--- config.mk ---
export PLATFORM = sky130hd
export DESIGN_NAME = uart_rx_fifo
export DESIGN_NICKNAME = d
export VERILOG_FILES = /design/src/rtl/uart_pkg.sv /design/src/rtl/sync_fifo.sv /design/src/rtl/uart_rx_fifo.sv
export SDC_FILE = /design/constraint.sdc
export NUM_CORES = 1
export LEC_CHECK = 0
export BUFFER_PORTS_ARGS = -buffer_cell sky130_fd_sc_hd__buf_2
export CAP_MARGIN = 15
export CORE_MARGIN = 5
export CORE_UTILIZATION = 50
export CTS_CLUSTER_DIAMETER = 80
export DETAILED_ROUTE_END_ITERATION = 10
export PLACE_DENSITY = 0.7
export SLEW_MARGIN = 15
export SYNTH_ARGS = -nofsm -noshare
export SYNTH_HDL_FRONTEND = slang
export SYNTH_SLANG_ARGS = --single-unit
--- constraint.sdc ---
create_clock -name clk_i -period 2.46 [get_ports clk_i]
set_input_delay 0.369 -clock clk_i [delete_from_list [all_inputs] [get_ports clk_i]]
set_output_delay 0.369 -clock clk_i [all_outputs]
set_load 0.02 [all_outputs]
--- src/rtl/uart_pkg.sv ---
// Shared types and constants for the UART receive path: FSM states,
// character-length encoding and the layout of the per-entry error field.
package uart_pkg;

  typedef enum logic [2:0] {
    ST_IDLE,
    ST_START,
    ST_DATA,
    ST_PARITY,
    ST_STOP1,
    ST_STOP2,
    ST_BRK_WAIT
  } rx_state_e;

  localparam logic [1:0] DBITS_5 = 2'd0;
  localparam logic [1:0] DBITS_6 = 2'd1;
  localparam logic [1:0] DBITS_7 = 2'd2;
  localparam logic [1:0] DBITS_8 = 2'd3;

  localparam int unsigned RERR_FRAME  = 0;
  localparam int unsigned RERR_PARITY = 1;

  function automatic logic [2:0] last_bit_idx(input logic [1:0] data_bits);
    logic [2:0] idx;
    case (data_bits)
      DBITS_5: idx = 3'd4;
      DBITS_6: idx = 3'd5;
      DBITS_7: idx = 3'd6;
      default: idx = 3'd7;
    endcase
    return idx;
  endfunction

endpackage

--- src/rtl/sync_fifo.sv ---
// First-word-fall-through synchronous FIFO with flush and overrun pulse.
// A push into a full FIFO is accepted only when a pop happens in the same cycle.
module sync_fifo #(
  parameter int unsigned WIDTH = 10,
  parameter int unsigned DEPTH = 8
) (
  input  logic                     clk_i,
  input  logic                     rst_ni,
  input  logic                     clr_i,
  input  logic                     wvalid_i,
  input  logic [WIDTH-1:0]         wdata_i,
  input  logic                     rready_i,
  output logic [WIDTH-1:0]         rdata_o,
  output logic                     rvalid_o,
  output logic [$clog2(DEPTH):0]   level_o,
  output logic                     overrun_o
);

  localparam int unsigned AW = $clog2(DEPTH);

  logic [WIDTH-1:0] mem_q [DEPTH];
  logic [WIDTH-1:0] mem_d [DEPTH];
  logic [AW-1:0]    wptr_q, wptr_d;
  logic [AW-1:0]    rptr_q, rptr_d;
  logic [AW:0]      level_q, level_d;
  logic             overrun_q, overrun_d;
  logic             full, push, pop;

  assign rvalid_o  = (level_q != '0);
  assign level_o   = level_q;
  assign overrun_o = overrun_q;
  assign rdata_o   = rvalid_o ? mem_q[rptr_q] : '0;

  always_comb begin
    full      = (level_q == (AW+1)'(DEPTH));
    pop       = rvalid_o && rready_i && !clr_i;
    push      = wvalid_i && (!full || pop) && !clr_i;
    mem_d     = mem_q;
    wptr_d    = wptr_q;
    rptr_d    = rptr_q;
    level_d   = level_q;
    overrun_d = wvalid_i && full && !pop && !clr_i;
    if (clr_i) begin
      wptr_d  = '0;
      rptr_d  = '0;
      level_d = '0;
    end else begin
      if (push) begin
        mem_d[wptr_q] = wdata_i;
        wptr_d        = wptr_q + 1'b1;
      end
      if (pop) begin
        rptr_d = rptr_q + 1'b1;
      end
      case ({push, pop})
        2'b10:   level_d = level_q + 1'b1;
        2'b01:   level_d = level_q - 1'b1;
        default: level_d = level_q;
      endcase
    end
  end

  always_ff @(posedge clk_i or negedge rst_ni) begin
    if (!rst_ni) begin
      for (int unsigned i = 0; i < DEPTH; i++) begin
        mem_q[i] <= '0;
      end
      wptr_q    <= '0;
      rptr_q    <= '0;
      level_q   <= '0;
      overrun_q <= 1'b0;
    end else begin
      mem_q     <= mem_d;
      wptr_q    <= wptr_d;
      rptr_q    <= rptr_d;
      level_q   <= level_d;
      overrun_q <= overrun_d;
    end
  end

endmodule

--- src/rtl/uart_rx_fifo.sv ---
// UART receiver with synchroniser, majority-vote mid-bit sampling, parity,
// framing and break detection, feeding a FWFT receive FIFO.
module uart_rx_fifo
  import uart_pkg::*;
#(
  parameter int unsigned FIFO_DEPTH  = 8,
  parameter int unsigned SYNC_STAGES = 2
) (
  input  logic                          clk_i,
  input  logic                          rst_ni,
  input  logic                          enable_i,
  input  logic                          fifo_clr_i,
  input  logic                          parity_en_i,
  input  logic                          parity_odd_i,
  input  logic                          stop2_i,
  input  logic [1:0]                    data_bits_i,
  input  logic [15:0]                   div_ratio_i,
  input  logic                          rx_i,
  output logic [7:0]                    rdata_o,
  output logic [1:0]                    rerr_o,
  output logic                          rvalid_o,
  input  logic                          rready_i,
  output logic [$clog2(FIFO_DEPTH):0]   level_o,
  output logic                          idle_o,
  output logic                          overrun_o,
  output logic                          break_o
);

  rx_state_e state_q, state_d;

  logic [SYNC_STAGES-1:0] sync_q, sync_d;
  logic [1:0]             hist_q, hist_d;
  logic [15:0]            cnt_q, cnt_d;
  logic [15:0]            div_q, div_d;
  logic [2:0]             bit_q, bit_d;
  logic [7:0]             shreg_q, shreg_d;
  logic [1:0]             dbits_q, dbits_d;
  logic                   par_en_q, par_en_d;
  logic                   par_odd_q, par_odd_d;
  logic                   stop2_q, stop2_d;
  logic                   perr_q, perr_d;
  logic                   ferr_q, ferr_d;
  logic                   zero_q, zero_d;
  logic                   push_q, push_d;
  logic [9:0]             push_data_q, push_data_d;
  logic                   brk_q, brk_d;

  logic       rx_s, fall, maj, tick;
  logic [9:0] fifo_rdata;

  assign rx_s    = sync_q[SYNC_STAGES-1];
  assign fall    = hist_q[0] && !rx_s;
  // Vote over the sample cycle and the two cycles before it.
  assign maj     = (rx_s & hist_q[0]) | (rx_s & hist_q[1]) | (hist_q[0] & hist_q[1]);
  assign tick    = (cnt_q == 16'd1);
  assign idle_o  = (state_q == ST_IDLE);
  assign break_o = brk_q;
  assign rdata_o = fifo_rdata[7:0];
  assign rerr_o  = fifo_rdata[9:8];

  always_comb begin
    sync_d      = {sync_q[SYNC_STAGES-2:0], rx_i};
    hist_d      = {hist_q[0], rx_s};
    state_d     = state_q;
    cnt_d       = cnt_q;
    div_d       = div_q;
    bit_d       = bit_q;
    shreg_d     = shreg_q;
    dbits_d     = dbits_q;
    par_en_d    = par_en_q;
    par_odd_d   = par_odd_q;
    stop2_d     = stop2_q;
    perr_d      = perr_q;
    ferr_d      = ferr_q;
    zero_d      = zero_q;
    push_d      = 1'b0;
    push_data_d = push_data_q;
    brk_d       = 1'b0;

    if (!enable_i) begin
      state_d = ST_IDLE;
      cnt_d   = '0;
      bit_d   = '0;
      shreg_d = '0;
    end else begin
      case (state_q)
        ST_IDLE: begin
          if (fall) begin
            state_d   = ST_START;
            cnt_d     = div_ratio_i >> 1;
            div_d     = div_ratio_i;
            dbits_d   = data_bits_i;
            par_en_d  = parity_en_i;
            par_odd_d = parity_odd_i;
            stop2_d   = stop2_i;
            bit_d     = '0;
            shreg_d   = '0;
            perr_d    = 1'b0;
            ferr_d    = 1'b0;
            zero_d    = 1'b1;
          end
        end
        ST_BRK_WAIT: begin
          if (rx_s) state_d = ST_IDLE;
        end
        default: begin
          if (!tick) begin
            cnt_d = cnt_q - 1'b1;
          end else begin
            cnt_d = div_q;
            case (state_q)
              ST_START: begin
                state_d = maj ? ST_IDLE : ST_DATA;
              end
              ST_DATA: begin
                shreg_d[bit_q] = maj;
                zero_d         = zero_q & ~maj;
                if (bit_q == last_bit_idx(dbits_q)) begin
                  bit_d   = '0;
                  state_d = par_en_q ? ST_PARITY : ST_STOP1;
                end else begin
                  bit_d = bit_q + 1'b1;
                end
              end
              ST_PARITY: begin
                perr_d  = ((^shreg_q) ^ maj) != par_odd_q;
                zero_d  = zero_q & ~maj;
                state_d = ST_STOP1;
              end
              ST_STOP1: begin
                if (!maj && zero_q) begin
                  brk_d   = 1'b1;
                  state_d = ST_BRK_WAIT;
                end else if (stop2_q) begin
                  ferr_d  = ~maj;
                  state_d = ST_STOP2;
                end else begin
                  push_d                      = 1'b1;
                  push_data_d                 = {2'b00, shreg_q};
                  push_data_d[8+RERR_PARITY]  = perr_q;
                  push_data_d[8+RERR_FRAME]   = ~maj;
                  state_d                     = ST_IDLE;
                end
              end
              ST_STOP2: begin
                push_d                      = 1'b1;
                push_data_d                 = {2'b00, shreg_q};
                push_data_d[8+RERR_PARITY]  = perr_q;
                push_data_d[8+RERR_FRAME]   = ferr_q | ~maj;
                state_d                     = ST_IDLE;
              end
              default: state_d = ST_IDLE;
            endcase
          end
        end
      endcase
    end
  end

  always_ff @(posedge clk_i or negedge rst_ni) begin
    if (!rst_ni) begin
      state_q     <= ST_IDLE;
      sync_q      <= '1;
      hist_q      <= '1;
      cnt_q       <= '0;
      div_q       <= '0;
      bit_q       <= '0;
      shreg_q     <= '0;
      dbits_q     <= DBITS_8;
      par_en_q    <= 1'b0;
      par_odd_q   <= 1'b0;
      stop2_q     <= 1'b0;
      perr_q      <= 1'b0;
      ferr_q      <= 1'b0;
      zero_q      <= 1'b0;
      push_q      <= 1'b0;
      push_data_q <= '0;
      brk_q       <= 1'b0;
    end else begin
      state_q     <= state_d;
      sync_q      <= sync_d;
      hist_q      <= hist_d;
      cnt_q       <= cnt_d;
      div_q       <= div_d;
      bit_q       <= bit_d;
      shreg_q     <= shreg_d;
      dbits_q     <= dbits_d;
      par_en_q    <= par_en_d;
      par_odd_q   <= par_odd_d;
      stop2_q     <= stop2_d;
      perr_q      <= perr_d;
      ferr_q      <= ferr_d;
      zero_q      <= zero_d;
      push_q      <= push_d;
      push_data_q <= push_data_d;
      brk_q       <= brk_d;
    end
  end

  sync_fifo #(
    .WIDTH (10),
    .DEPTH (FIFO_DEPTH)
  ) u_fifo (
    .clk_i     (clk_i),
    .rst_ni    (rst_ni),
    .clr_i     (fifo_clr_i),
    .wvalid_i  (push_q),
    .wdata_i   (push_data_q),
    .rready_i  (rready_i),
    .rdata_o   (fifo_rdata),
    .rvalid_o  (rvalid_o),
    .level_o   (level_o),
    .overrun_o (overrun_o)
  );

endmodule

==> metrics <==
outcome=complete, no violations; # rows=46; routed length per instance=18.3 µm; Critical-path top delay cell=dfrtp_1; CTS tree=yes; IO buf count=44; Final ANT Viol Nets=0; Setup TNS Final=0 ps; dominant cells by area after synthesis=dfrtp_1 48%, mux2_2 13%, mux4_2 5.6%; number of synthesized flops with an enable pin=0; Post-synth ARST share=100%; Worst-path clk slew=60 ps; DR vias/cell=5.76; Leak=4.46 nW; crit-path cells=nor4_2, nor3_1, ha_1, a21o_1, a21o_1, or3_1, a21o_1, a31oi_1; post-layout min period=2330 ps; Syn. warnings=0; worst slack, placed=162 ps; area added between synthesis and finish=15.9%; pwr/cell area=818 mW/mm²; MaxCap Viol Count=0; H-tree levels=4; final layout net count=791; Worst Setup Start Kind=flip-flop; clk_lat worst skew=430 ps; R2R setup slack=130 ps; R2R depth=8; worst reg2reg endpoint=u_fifo.level_o[3]; Placer Congestion=0.915; RSZ-0062 raised after global routing=false; core area=0.0158 mm²; register bit total from synthesis=161; Hold WC Path Type=in -> reg; crit-path max FO=6; Mapped Avg Cell Area=11.7 µm²; Syn Nets=717; clock root buffer=clkbuf_16; count leader, synth=dfrtp_1; hold endpoint=sync_q[0]; reg2reg start=u_fifo.level_o[3]; DP Wirelength=12.5 mm; grt total ovfl=0; Slew Limit Fails=0; Least-Margin Pin Slew=682 ps; Vias=5655; largest stage delay on the critical path=460 ps; first-pass GRT wire length=29.8 mm; largest net degree at the start of global routing=62; Hold Fails Final Rpt=0; Post-CTS Setup Repair Bufs=0; vias in the first global route=5861; list of most frequent post-synthesis cells=155 x dfrtp_1, 91 x mux2_2, 90 x nand2_1; fmax=0.430 GHz; period utilization=94.6%; CP Capture Type=flip-flop; critical path arrival=2670 ps; number of antenna diodes=0; CTS Buffer Depth=2; post-synth top area share=48.4%; Inserted Clock Buffers=17; Unique masters post-synth=72; CTS Sinks=161; Crit Path Category=reg -> reg; share of layout cells above drive strength 1=32.6%; Setup WS post-layout=133 ps; hold path start=rx_i; gr usage total=20.7%; Starting Density=50.8%; leading area contributor after synthesis=dfrtp_1; DRT Pass-1 Iters=7; hold depth=1; total wire length=18.0 mm; Data required, critical path=2810 ps; CP dominant cell by count=a21o_1; synthesized area=0.00801 mm²; die area=0.0186 mm²; die height=137 µm; Main synth FF type=dfrtp_1; Post-Syn Instances=682; Layout fillers=1282; IO Count=45; Iteration-0 DRC Markers=398; Max transition margin=54.5%; chip width=137 µm; VDD IR max=575 µV; endpoints failing setup=0; Clock Skew=13.6 ps; antenna violations before repair=2; Seq/Total Area, Yosys=50.4%; Remaining DRCs=0
[cell type report]
cell class,count,area (µm²),area share (%)
clock buffer,19,453,4.88
clock inverter,10,82.6,0.890
inverter,11,41.3,0.445
multi-input combinational,480,3810,41.0
sequential,161,4040,43.5
tap,216,270,2.91
timing repair buffer,85,592,6.38
[worst max-delay path by stage]
stage	start	end	slack, ps	cells past startpoint
detailed placement	u_fifo.level_o[3]	u_fifo.level_o[3]	160	8
finish	u_fifo.level_o[3]	u_fifo.level_o[3]	130	8
CTS	u_fifo.rptr_q[0]	rdata_o[1]	90	5
global placement	u_fifo.level_o[2]	u_fifo.level_o[3]	290	8
floorplan	u_fifo.level_o[2]	u_fifo.level_o[3]	5	8
global route	u_fifo.rptr_q[0]	rdata_o[1]	20	5
[routing by layer]
layer | wire length [µm] | up-vias | GRT usage [%]
met5 | 21 | - | 0
met4 | 335 | 4 | 5.77
met3 | 704 | 27 | 5.04
met2 | 9390 | 126 | 36.5
met1 | 7510 | 2868 | 25.2
li1 | - | 2630 | -
[layout by cell type, fill, tap and decap left out, types with 8 or more instances in the layout]
cell,instances
nand2_1,90
clkbuf_16,18
inv_1,11
buf_2,43
buf_4,36
xor2_1,8
xnor2_1,11
nor2b_1,8
nor3_1,13
nand4_1,8
dfrtp_1,154
o21ai_0,27
nor2_1,40
nand2b_1,8
a21oi_1,16
mux4_2,20
mux2_2,91
nand3_1,12
mux2i_1,24
[what timing repair did]
item / in CTS / in global routing
endpoints found under the hold margin: 57 / 0
hold buffers: 1 / 0
gates resized for setup: 0 / 2
setup endpoints to repair: 0 / 3
[cells by family after synthesis]
logic type	after synthesis	share of synthesized area, %
AND/OR/NAND/NOR	220	13.8
buffers and inverters	41	2.25
XOR/XNOR	21	2.56
flip-flops	161	50.4
multiplexers	136	21.6
AO/OA/AOI/OAI	94	7.95
adder cells (fa/ha/maj)	9	1.47
[state kept, by name, summed over array words and instances, names as in the netlist, 2 cells and up]
name,flops
u_fifo.level_o,4
bit_q,3
dbits_q,2
div_q,16
cnt_q,16
shreg_q,8
state_q,3
u_fifo.wptr_q,3
hist_q,2
u_fifo.mem_q,80
push_data_q,10
sync_q,2
u_fifo.rptr_q,3
[power by group]
| group | internal [mW] | total [mW] | switching, mW |
|---|---|---|---|
| Combinational | 0.796 | 1.93 | 1.13 |
| Sequential | 2.96 | 3.26 | 0.310 |
| Clock | 1.34 | 2.41 | 1.07 |
| Total | 5.09 | 7.60 | 2.51 |
[per-stage QoR]
step | utilization, % | instance area, µm² | power [mW] | std cells | hold slack (ps)
finish | 58.9 | 9280 | 7.60 | 982 | 48.6
detailed placement | 55.2 | 8700 | 5.20 | 951 | 347
global placement | 55.2 | 8700 | 5.18 | 951 | 349
CTS | 58.6 | 9250 | 7.64 | 981 | 23.7
global route | 58.9 | 9280 | 8.05 | 982 | 26.2
floorplan | - | 8010 | 4.62 | 682 | 73.4
[critical path: cells and delay by family, from the launching register on]
family	cells	cell delay [ps]
adder cells (fa/ha/maj)	1	290
flip-flops	1	460
AO/OA/AOI/OAI	4	740
AND/OR/NAND/NOR	3	750
Note: power is estimated with default switching activity, not from simulation.
